`src/rtl/button_step_conditioner_pkg.sv`:
```
// Shared front-panel I/O constants and types for the button step conditioner.
package button_step_conditioner_pkg;

  localparam int unsigned CLK_HZ              = 100_000_000;
  localparam int unsigned DEF_DEBOUNCE_CYCLES = CLK_HZ / 100;  // 10 ms
  localparam int unsigned DEF_REPEAT_DELAY    = CLK_HZ / 2;    // 500 ms
  localparam int unsigned DEF_REPEAT_PERIOD   = CLK_HZ / 5;    // 200 ms
  localparam int unsigned STEP_COUNT_W        = 16;

  typedef enum logic [1:0] {
    ST_IDLE,
    ST_PRESS_WAIT,
    ST_HELD,
    ST_RELEASE_WAIT
  } btn_state_t;

  // Bits needed to count 0 .. terminal-1, never less than one bit.
  function automatic int unsigned cnt_width(input int unsigned terminal);
    return (terminal <= 2) ? 1 : $clog2(terminal);
  endfunction

endpackage

```
`src/rtl/button_step_conditioner_sync_2ff.sv`:
```
// Generic two-flop synchronizer, asynchronous active-high reset to zero.
module sync_2ff #(
  parameter int unsigned WIDTH = 1
) (
  input  logic             clk,
  input  logic             rst,
  input  logic [WIDTH-1:0] d,
  output logic [WIDTH-1:0] q
);

  logic [WIDTH-1:0] meta;

  // Two-stage capture of the asynchronous input.
  always_ff @(posedge clk or posedge rst) begin
    if (rst) begin
      meta <= '0;
      q    <= '0;
    end else begin
      meta <= d;
      q    <= meta;
    end
  end

endmodule

```
`src/rtl/button_step_conditioner.sv`:
```
// Debounces one raw push-button into a single-cycle step pulse, with optional
// auto-repeat while held, a debounced level and a wrapping pulse counter.
module button_step_conditioner
  import button_step_conditioner_pkg::*;
#(
  parameter int unsigned DEBOUNCE_CYCLES = DEF_DEBOUNCE_CYCLES,
  parameter bit          REPEAT_EN       = 1'b1,
  parameter int unsigned REPEAT_DELAY    = DEF_REPEAT_DELAY,
  parameter int unsigned REPEAT_PERIOD   = DEF_REPEAT_PERIOD
) (
  input  logic                    clk,
  input  logic                    reset,
  input  logic                    btn_in,
  output logic                    pulse,
  output logic                    level,
  output logic [STEP_COUNT_W-1:0] step_count
);

  localparam int unsigned DEB_W    = cnt_width(DEBOUNCE_CYCLES);
  localparam int unsigned HOLD_MAX = (REPEAT_DELAY > REPEAT_PERIOD) ? REPEAT_DELAY : REPEAT_PERIOD;
  localparam int unsigned HOLD_W   = cnt_width(HOLD_MAX);

  localparam logic [DEB_W-1:0]  DEB_LAST    = DEB_W'(DEBOUNCE_CYCLES - 1);
  localparam logic [HOLD_W-1:0] DELAY_LAST  = HOLD_W'(REPEAT_DELAY - 1);
  localparam logic [HOLD_W-1:0] PERIOD_LAST = HOLD_W'(REPEAT_PERIOD - 1);

  logic              btn_s;
  btn_state_t        state, state_next;
  logic [DEB_W-1:0]  deb_cnt, deb_next;
  logic [HOLD_W-1:0] hold_cnt, hold_next;
  logic [HOLD_W-1:0] repeat_last;
  logic              repeating, repeating_next;
  logic              pulse_next, level_next;

  sync_2ff #(
    .WIDTH(1)
  ) u_sync (
    .clk(clk),
    .rst(reset),
    .d  (btn_in),
    .q  (btn_s)
  );

  // State, counters and registered outputs.
  always_ff @(posedge clk or posedge reset) begin
    if (reset) begin
      state      <= ST_IDLE;
      deb_cnt    <= '0;
      hold_cnt   <= '0;
      repeating  <= 1'b0;
      pulse      <= 1'b0;
      level      <= 1'b0;
      step_count <= '0;
    end else begin
      state     <= state_next;
      deb_cnt   <= deb_next;
      hold_cnt  <= hold_next;
      repeating <= repeating_next;
      pulse     <= pulse_next;
      level     <= level_next;
      if (pulse_next) begin
        step_count <= step_count + 1'b1;
      end
    end
  end

  // Debounce / hold / repeat decisions on the synchronized button.
  always_comb begin
    state_next     = state;
    deb_next       = deb_cnt;
    hold_next      = hold_cnt;
    repeating_next = repeating;
    pulse_next     = 1'b0;
    level_next     = level;
    repeat_last    = repeating ? PERIOD_LAST : DELAY_LAST;

    case (state)
      ST_IDLE: begin
        if (btn_s) begin
          state_next = ST_PRESS_WAIT;
          deb_next   = '0;
        end
      end

      ST_PRESS_WAIT: begin
        if (!btn_s) begin
          state_next = ST_IDLE;
        end else if (deb_cnt == DEB_LAST) begin
          state_next     = ST_HELD;
          pulse_next     = 1'b1;
          level_next     = 1'b1;
          hold_next      = '0;
          repeating_next = 1'b0;
        end else begin
          deb_next = deb_cnt + 1'b1;
        end
      end

      ST_HELD: begin
        if (!btn_s) begin
          state_next = ST_RELEASE_WAIT;
          deb_next   = '0;
        end else if (REPEAT_EN) begin
          // hold_cnt parks at its terminal while pulse is still high, so a
          // repeat that lands right after another pulse slips one cycle
          // instead of producing back-to-back pulses.
          if (hold_cnt == repeat_last) begin
            if (!pulse) begin
              pulse_next     = 1'b1;
              hold_next      = '0;
              repeating_next = 1'b1;
            end
          end else begin
            hold_next = hold_cnt + 1'b1;
          end
        end
      end

      ST_RELEASE_WAIT: begin
        if (btn_s) begin
          state_next     = ST_HELD;
          hold_next      = '0;
          repeating_next = 1'b0;
        end else if (deb_cnt == DEB_LAST) begin
          state_next = ST_IDLE;
          level_next = 1'b0;
        end else begin
          deb_next = deb_cnt + 1'b1;
        end
      end

      default: begin
        state_next = ST_IDLE;
      end
    endcase
  end

endmodule

```
`config.mk`:
```
export PLATFORM = sky130hd
export DESIGN_NAME = button_step_conditioner
export DESIGN_NICKNAME = d
export VERILOG_FILES = /design/src/rtl/button_step_conditioner_pkg.sv /design/src/rtl/button_step_conditioner_sync_2ff.sv /design/src/rtl/button_step_conditioner.sv
export SDC_FILE = /design/constraint.sdc
export NUM_CORES = 1
export LEC_CHECK = 0
export CAP_MARGIN = 25
export CELL_PAD_IN_SITES_DETAIL_PLACEMENT = 0
export CELL_PAD_IN_SITES_GLOBAL_PLACEMENT = 1
export CORE_MARGIN = 2
export CORE_UTILIZATION = 50
export DETAILED_ROUTE_END_ITERATION = 7
export PLACE_DENSITY_LB_ADDON = 0.08
export SYNTH_ARGS = -nofsm -noshare
export SYNTH_HDL_FRONTEND = slang
export SYNTH_SLANG_ARGS = --single-unit
```
`constraint.sdc`:
```
create_clock -name clk -period 3.95 [get_ports clk]
set_input_delay 0.79 -clock clk [delete_from_list [all_inputs] [get_ports clk]]
set_output_delay 0.79 -clock clk [all_outputs]
set_load 0.02 [all_outputs]
```
==> impl_metrics.csv, run 1 <==
group,metric,value,unit
status,run_status,"finished, final reports clean",
placed_design,dp_hpwl,5192,um
floorplan,die-area,8348,um2
clock_tree,cts_made_buffers,9,
synth,yosys_warnings,0,
pwr,power_density,420.6,nW/um2
routing,drc,0,
floorplan,coreArea,7331,um2
routing,detail-route-antenna-nets,0,
global_route,grt_pass1_wl,13990,um
floorplan,start_util,0.5206,
synth,syn_area_per_cell,9.330,um2
clock_tree,cts.htree.levels,3,
clock_tree,cts.sinks,69,
setup_path,cp_slowest_stage_delay,0.48,ns
placed_design,port_buffers,20,
setup_path,crit_fanout,17,
synth,synth_ff_type,"dfrtp_1",
setup_path,cp_top_family,"compound AO/OA/AOI/OAI gates",
setup_path,end_kind,"flip-flop",
setup_path,crit_type,"reg2reg",
global_route,grt_max_degree,36,
timing,slew_violations,0,
cells_and_area,area.growth.synth_to_final,13.70,%
setup_path,required,4.13,ns
timing,finalSetupTns,0,ns
floorplan,fp-row-count,31,
floorplan,ios,21,
clock_tree,hold_buffers,0,
setup_path,path_cells,"inv_1 -> ha_1 -> or2_2 -> a211oi_1 -> a41oi_4 -> a211oi_2 -> buf_4 -> nor2_1 -> a2111oi_0",
synth,synth-async-reset-ratio,1.000,
clock_tree,tritoncts,"built",
synth,netlist_area,3816,um2
cells_and_area,antenna_cells,0,
timing,period_needed,2.956,ns
pwr,power_leakage,1.795,nW
timing,fmax,338.3,MHz
setup_path,cp_slowest_cell,"a2111oi_0",
global_route,grt_antenna_before_repair,0,
routing,wirelength,7789,um
clock_tree,root_buffer,"clkbuf_8",
routing,via_count,3002,
synth,synth_top_area_frac,0.4525,
synth,yosysMostFrequentCell,"dfrtp_1",
global_route,grt_pass1_vias,2989,
timing,setup_violations,0,
synth,synth_edf_count,0,
timing,finalCritPeriodShare,0.7484,
timing,hold_viol,0,
timing,rsz0062_at_grt,"false",
floorplan,die_h,91.37,um
clock_tree,cts_buffer_depth,2,
synth,ys_seq_area_frac,0.4525,
min_path,hp-class,"reg2reg",
setup_path,cp_data_arrival_time,3.14,ns
floorplan,fp.dieW,91.37,um
synth,synthTopCellsByArea,"dfrtp_1 45%, xor2_1 6.7%, nor2_1 5.0%",
pwr,power,1.825,mW
global_route,overflow,0,
synth,synth_area_leader_cell,"dfrtp_1",
cells_and_area,drive_gt1_frac,0.08506,
clock_tree,path_clk_slew,0.08,ns
timing,finalClockSkew,0.01482,ns
synth,synth_fp_nets,420,
routing,wl_per_cell,14.59,um
timing,tightest_slew,0.7705,ns
synth,synth.distinct_cells,53,
pwr,ir_worst_vdd,0.3864,mV
clock_tree,cts_resized,0,
synth,yosys-top-cells-count,"69 x dfrtp_1, 51 x nor2_1, 29 x xor2_1",
run,cap_violations,0,
routing,drtIter0Drc,135,
clock_tree,post_cts_buffers,0,
timing,worst_slew_margin_rel,0.4863,
clock_tree,clkLatencyLatePin,0.35,ns
routing,firstDrtPassIters,4,
synth,synth-seq-cells,69,
synth,syn-instance-count,409,
cells_and_area,fin_nets,442,
placed_design,place_congestion,0.7798,
setup_path,cp-start-kind,"flip-flop",
routing,drt-vias-per-instance,5.622,
setup_path,critical_path_buf_inv_count,2,
global_route,grt_usage,0.2075,
per-layer routing:
layer | wire [um] | track usage | part of all wire | vias to the layer above
met3 | 263 | 0.04564 | 0.034 | 6
met4 | 66 | 0.06566 | 0.0085 | 0
met1 | 3843 | 0.2874 | 0.49 | 1449
met5 | 0 | 0 | 0 | -
met2 | 3615 | 0.3253 | 0.46 | 44
li1 | - | - | - | 1503
worst register-to-register path, cell delays in order, from the launching register on:
cell,delay [ns]
dfrtp_1,0.43
inv_1,0.12
ha_1,0.34
or2_2,0.32
a211oi_1,0.37
a41oi_4,0.17
a211oi_2,0.25
buf_4,0.26
nor2_1,0.07
a2111oi_0,0.48
worst paths after layout:
path	slack (ns)	endpoint	cells after the start	from
min in group asynchronous	0.89	step_count[6]	2	reset
max in group asynchronous	2.43	deb_cnt[10]	3	reset
max	0.99	hold_cnt[19]	9	state[0]
min reg2reg	0.37	u_sync.q	0	u_sync.meta
min	0.37	u_sync.q	0	u_sync.meta
max reg2reg	0.99	hold_cnt[19]	9	state[0]
layout by cell type (no fill, tap or decap), types with 2 or more instances in the layout:
cell	instances
inv_1	19
nand4_1	17
mux2i_1	3
a2111oi_0	3
a211oi_1	6
clkinvlp_4	2
nor4_1	10
nand2_1	27
ha_1	8
nor3b_1	2
a22o_1	2
nand2b_1	3
buf_4	5
dfrtp_1	69
or2_2	3
and3_1	8
nor3_1	14
clkbuf_8	9
a31o_2	4
xnor2_1	14
a21oi_1	15
nor4b_1	6
o21ai_0	10
and2_1	5
or3_1	7
nor2_1	51
xor2_1	29
nand3b_1	3
nand3_1	28
and4_1	2
clkdlybuf4s50_1	20
clkinv_2	2
area by class of cell:
class,count,area [um2]
Clock buffer,9,123.9
Multi-Input combinational cell,304,1957
Fill cell,645,2992
Inverter,20,75.07
Tap cell,99,123.9
Timing Repair Buffer,27,269.0
Sequential cell,69,1727
Clock inverter,6,63.81
flip-flops by register name, summed over array words and instances (netlist names), named ones only:
signal,cells
u_sync.meta,1
u_sync.q,1
state,1
repeating,1
pulse,1
hold_cnt,26
deb_cnt,20
level,1
step_count,16
logic make-up after synthesis:
family                   Yosys count  synth area share
adder cells (fa/ha/maj)            8           0.02623
XOR/XNOR                          43           0.09869
buffers and inverters             36           0.03672
AND/OR/NAND/NOR                  194            0.2692
AO/OA/AOI/OAI                     55            0.1059
flip-flops                        69            0.4525
multiplexers                       4           0.01082
through the flow:
| step | instances | setup WS [ns] | utilization | hold WS [ns] | instance area, um2 |
|---|---|---|---|---|---|
| 2_1_floorplan | 409 | 1.393 | - | 0.3312 | 3816 |
| 3_3_place_gp | 518 | 1.153 | 0.5648 | 0.3355 | 4140 |
| 3_5_place_dp | 519 | 0.9836 | 0.5663 | 0.3511 | 4151 |
| 4_1_cts | 534 | 1.016 | 0.5919 | 0.3709 | 4339 |
| 5_1_grt | 534 | 0.8193 | 0.5919 | 0.3766 | 4339 |
| 6_report | 534 | 0.9937 | 0.5919 | 0.3689 | 4339 |
power by group:
group / switching (mW) / internal, mW
combinational: 0.339 / 0.158
sequential: 0.0354 / 0.738
clock: 0.267 / 0.288
Power figures use the tool's default switching activity.
==> run 2: changes to the inputs <==
--- a/config.mk
+++ b/config.mk
@@ -9,7 +9,7 @@
 export CELL_PAD_IN_SITES_DETAIL_PLACEMENT = 0
 export CELL_PAD_IN_SITES_GLOBAL_PLACEMENT = 1
 export CORE_MARGIN = 2
-export CORE_UTILIZATION = 50
+export CORE_UTILIZATION = 42
 export DETAILED_ROUTE_END_ITERATION = 7
 export PLACE_DENSITY_LB_ADDON = 0.08
 export SYNTH_ARGS = -nofsm -noshare
==> constraint.sdc (replaced) <==
create_clock -name clk -period 2.5 [get_ports clk]
set_input_delay 0.5 -clock clk [delete_from_list [all_inputs] [get_ports clk]]
set_output_delay 0.5 -clock clk [all_outputs]
set_load 0.02 [all_outputs]
==> run 2 against run 1 <==
Effect of this change: hold slack lost 0.0087 ns; sequential share of layout area shrank 2.4 points; combinational power grew 100%; clock skew shrank 0.0078 ns; core utilization shrank 6.5 points; global-route usage shrank 2.2 points; first-iteration DRC count shrank 43%; critical path depth shrank 3; critical endpoint is now hold_cnt[24].
==> impl_metrics.csv, run 2 (synthesis gave the netlist of run 1 again) <==
group,metric,value,unit
setup_path,cp_top_family,"simple AND/OR/NAND/NOR gates",
floorplan,die_h,99.32,um
placed_design,dp_hpwl,5723,um
cells_and_area,drive_gt1_frac,0.1584,
timing,tightest_slew,0.5045,ns
routing,firstDrtPassIters,5,
routing,detail-route-antenna-nets,0,
global_route,grt_pass1_vias,3098,
setup_path,r2r-end,"hold_cnt[24]",
clock_tree,tritoncts,"built",
status,run_status,"finished, final reports clean",
setup_path,rr_worst_depth,6,
timing,slew_violations,0,
routing,drt-vias-per-instance,5.462,
min_path,hp-class,"reg2reg",
routing,via_count,3108,
setup_path,path_cells,"or3b_4 -> nor4_4 -> a41oi_4 -> or3_4 -> or3_4 -> a21oi_2",
floorplan,fp.dieW,99.32,um
global_route,grt_antenna_before_repair,0,
setup_path,critical_path_buf_inv_count,0,
clock_tree,clkLatencyLatePin,0.35,ns
global_route,overflow,0,
routing,wirelength,8472,um
setup_path,cp-start-kind,"flip-flop",
cells_and_area,mostFrequentLayoutCells,"69 x dfrtp_1, 51 x nor2_1, 29 x xor2_1, 29 x buf_4, 28 x nand3_1",
cells_and_area,regMostFlops,"hold_cnt",
routing,drc,0,
timing,rsz0062_at_grt,"true",
timing,setup_violations,0,
floorplan,start_util,0.4355,
cells_and_area,area.growth.synth_to_final,21.08,%
setup_path,cp_slowest_cell,"or3_4",
global_route,grt_max_degree,70,
clock_tree,cts.htree.levels,3,
timing,finalSetupTns,0,ns
cells_and_area,layout_commonest_cell,"dfrtp_1",
setup_path,end_kind,"flip-flop",
floorplan,coreArea,8763,um2
cells_and_area,layoutNonFillerInstCount,569,
clock_tree,cts_made_buffers,9,
setup_path,r2r-start,"deb_cnt[13]",
min_path,min_from,"u_sync.meta",
floorplan,ios,21,
global_route,grt_usage,0.1855,
setup_path,crit_type,"reg2reg",
floorplan,fp-row-count,34,
pwr,power_frac_clock,0.294,
clock_tree,root_buffer,"clkbuf_8",
placed_design,port_buffers,20,
pwr,power.internal,2.034,mW
cells_and_area,antenna_cells,0,
clock_tree,cts_buffer_depth,2,
setup_path,ff2ff_setup_slack,0.08,ns
pwr,switchingPower,1.106,mW
pwr,power_leakage,1.943,nW
timing,finalCritPeriodShare,0.9666,
cells_and_area,largestRegisters,"hold_cnt: 26 flops, deb_cnt: 20 flops, step_count: 16 flops",
routing,drtIter0Drc,77,
clock_tree,cts.sinks,69,
pwr,ir_worst_vdd,0.3536,mV
setup_path,crit_fanout,8,
placed_design,dpl-instance-area,4304,um2
setup_path,cp_slowest_stage_delay,0.46,ns
setup_path,cpMostUsedCell,"or3_4",
cells_and_area,final_area,4621,um2
global_route,grt_pass1_wl,14840,um
pwr,power_density,679.4,nW/um2
cells_and_area,fin_nets,467,
placed_design,dp_cells,545,
timing,period_needed,2.416,ns
timing,fmax,413.8,MHz
floorplan,die-area,9864,um2
pwr,switching_share,0.3522,
cells_and_area,n_fill_cell,835,
timing,finalClockSkew,0.007058,ns
cells_and_area,largest_reg_flops,26,
run,cap_violations,0,
clock_tree,path_clk_slew,0.07,ns
routing,wl_per_cell,14.89,um
pwr,combPwrFrac,0.321,
min_path,hold_end,"u_sync.q",
timing,worst_slew_margin_rel,0.6637,
min_path,whs_path_depth,0,
setup_path,cp_data_arrival_time,2.69,ns
timing,hold_viol,0,
setup_path,required,2.77,ns
placed_design,place_congestion,0.7858,
pwr,seqPwrFrac,0.385,
-- run 2: routing by layer --
metal  vias to the layer above  GRT usage  part of all wire
li1                       1547          -                 -
met1                      1504     0.2586              0.50
met2                        45     0.2859              0.45
met3                        12    0.04287             0.030
met4                         0    0.06322             0.014
met5                         -          0                 0
-- run 2: timing repair --
action,in CTS,in global routing
resized for setup,0,14
hold buffers,0,0
buffers inserted,0,8
setup endpoints to repair,0,10
-- run 2: how the worst max path moves through the flow --
stage	start	end	slack, ns	cells past startpoint
6_report	deb_cnt[13]	hold_cnt[24]	0.08	6
5_1_grt	deb_cnt[13]	hold_cnt[9]	-0.04	7
4_1_cts	state[0]	hold_cnt[9]	0.008	9
3_5_place_dp	deb_cnt[1]	hold_cnt[24]	0.05	7
3_3_place_gp	state[0]	hold_cnt[24]	0.13	8
2_1_floorplan	state[0]	hold_cnt[12]	0.02	9
-- run 2: worst register-to-register path: cells and delay by family, from the launching register on --
family,cells,cell delay [ns]
AOI/OAI and AO/OA,2,0.36
DFF,1,0.41
and+or+nand+nor,4,1.59
-- run 2: power by group through the flow --
| stage | logic [mW] | clock network [mW] | registers, mW |
|---|---|---|---|
| final | 1.01 | 0.922 | 1.21 |
| after global routing | 1.13 | 1.01 | 1.22 |
| after CTS | 0.921 | 0.950 | 1.21 |
| after detailed placement | 0.915 | 0 | 1.23 |
| after global placement | 0.913 | 0 | 1.23 |
| after floorplan | 0.592 | 0 | 1.23 |
-- run 2: layout make-up --
class / instances / area, um2 / share of cell area
well taps: 108 / 135.1 / 0.02924
flip-flops and latches: 69 / 1727 / 0.3737
repair buffers: 52 / 469.2 / 0.1015
clock buffers: 10 / 137.6 / 0.02979
multi-input cells: 304 / 2014 / 0.4360
inverters: 20 / 75.07 / 0.01625
clock inverters: 6 / 62.56 / 0.01354
-- run 2: metrics by stage --
| step | setup slack [ns] | hold WS [ns] | total power [mW] | utilization |
|---|---|---|---|---|
| global placement | 0.1268 | 0.3338 | 2.139 | 0.4911 |
| CTS | 0.007531 | 0.3623 | 3.080 | 0.5140 |
| finish | 0.08355 | 0.3602 | 3.139 | 0.5273 |
| floorplan | 0.02125 | 0.3312 | 1.822 | - |
| detailed placement | 0.05049 | 0.3448 | 2.145 | 0.4911 |
| global route | -0.04464 | 0.3808 | 3.358 | 0.5273 |
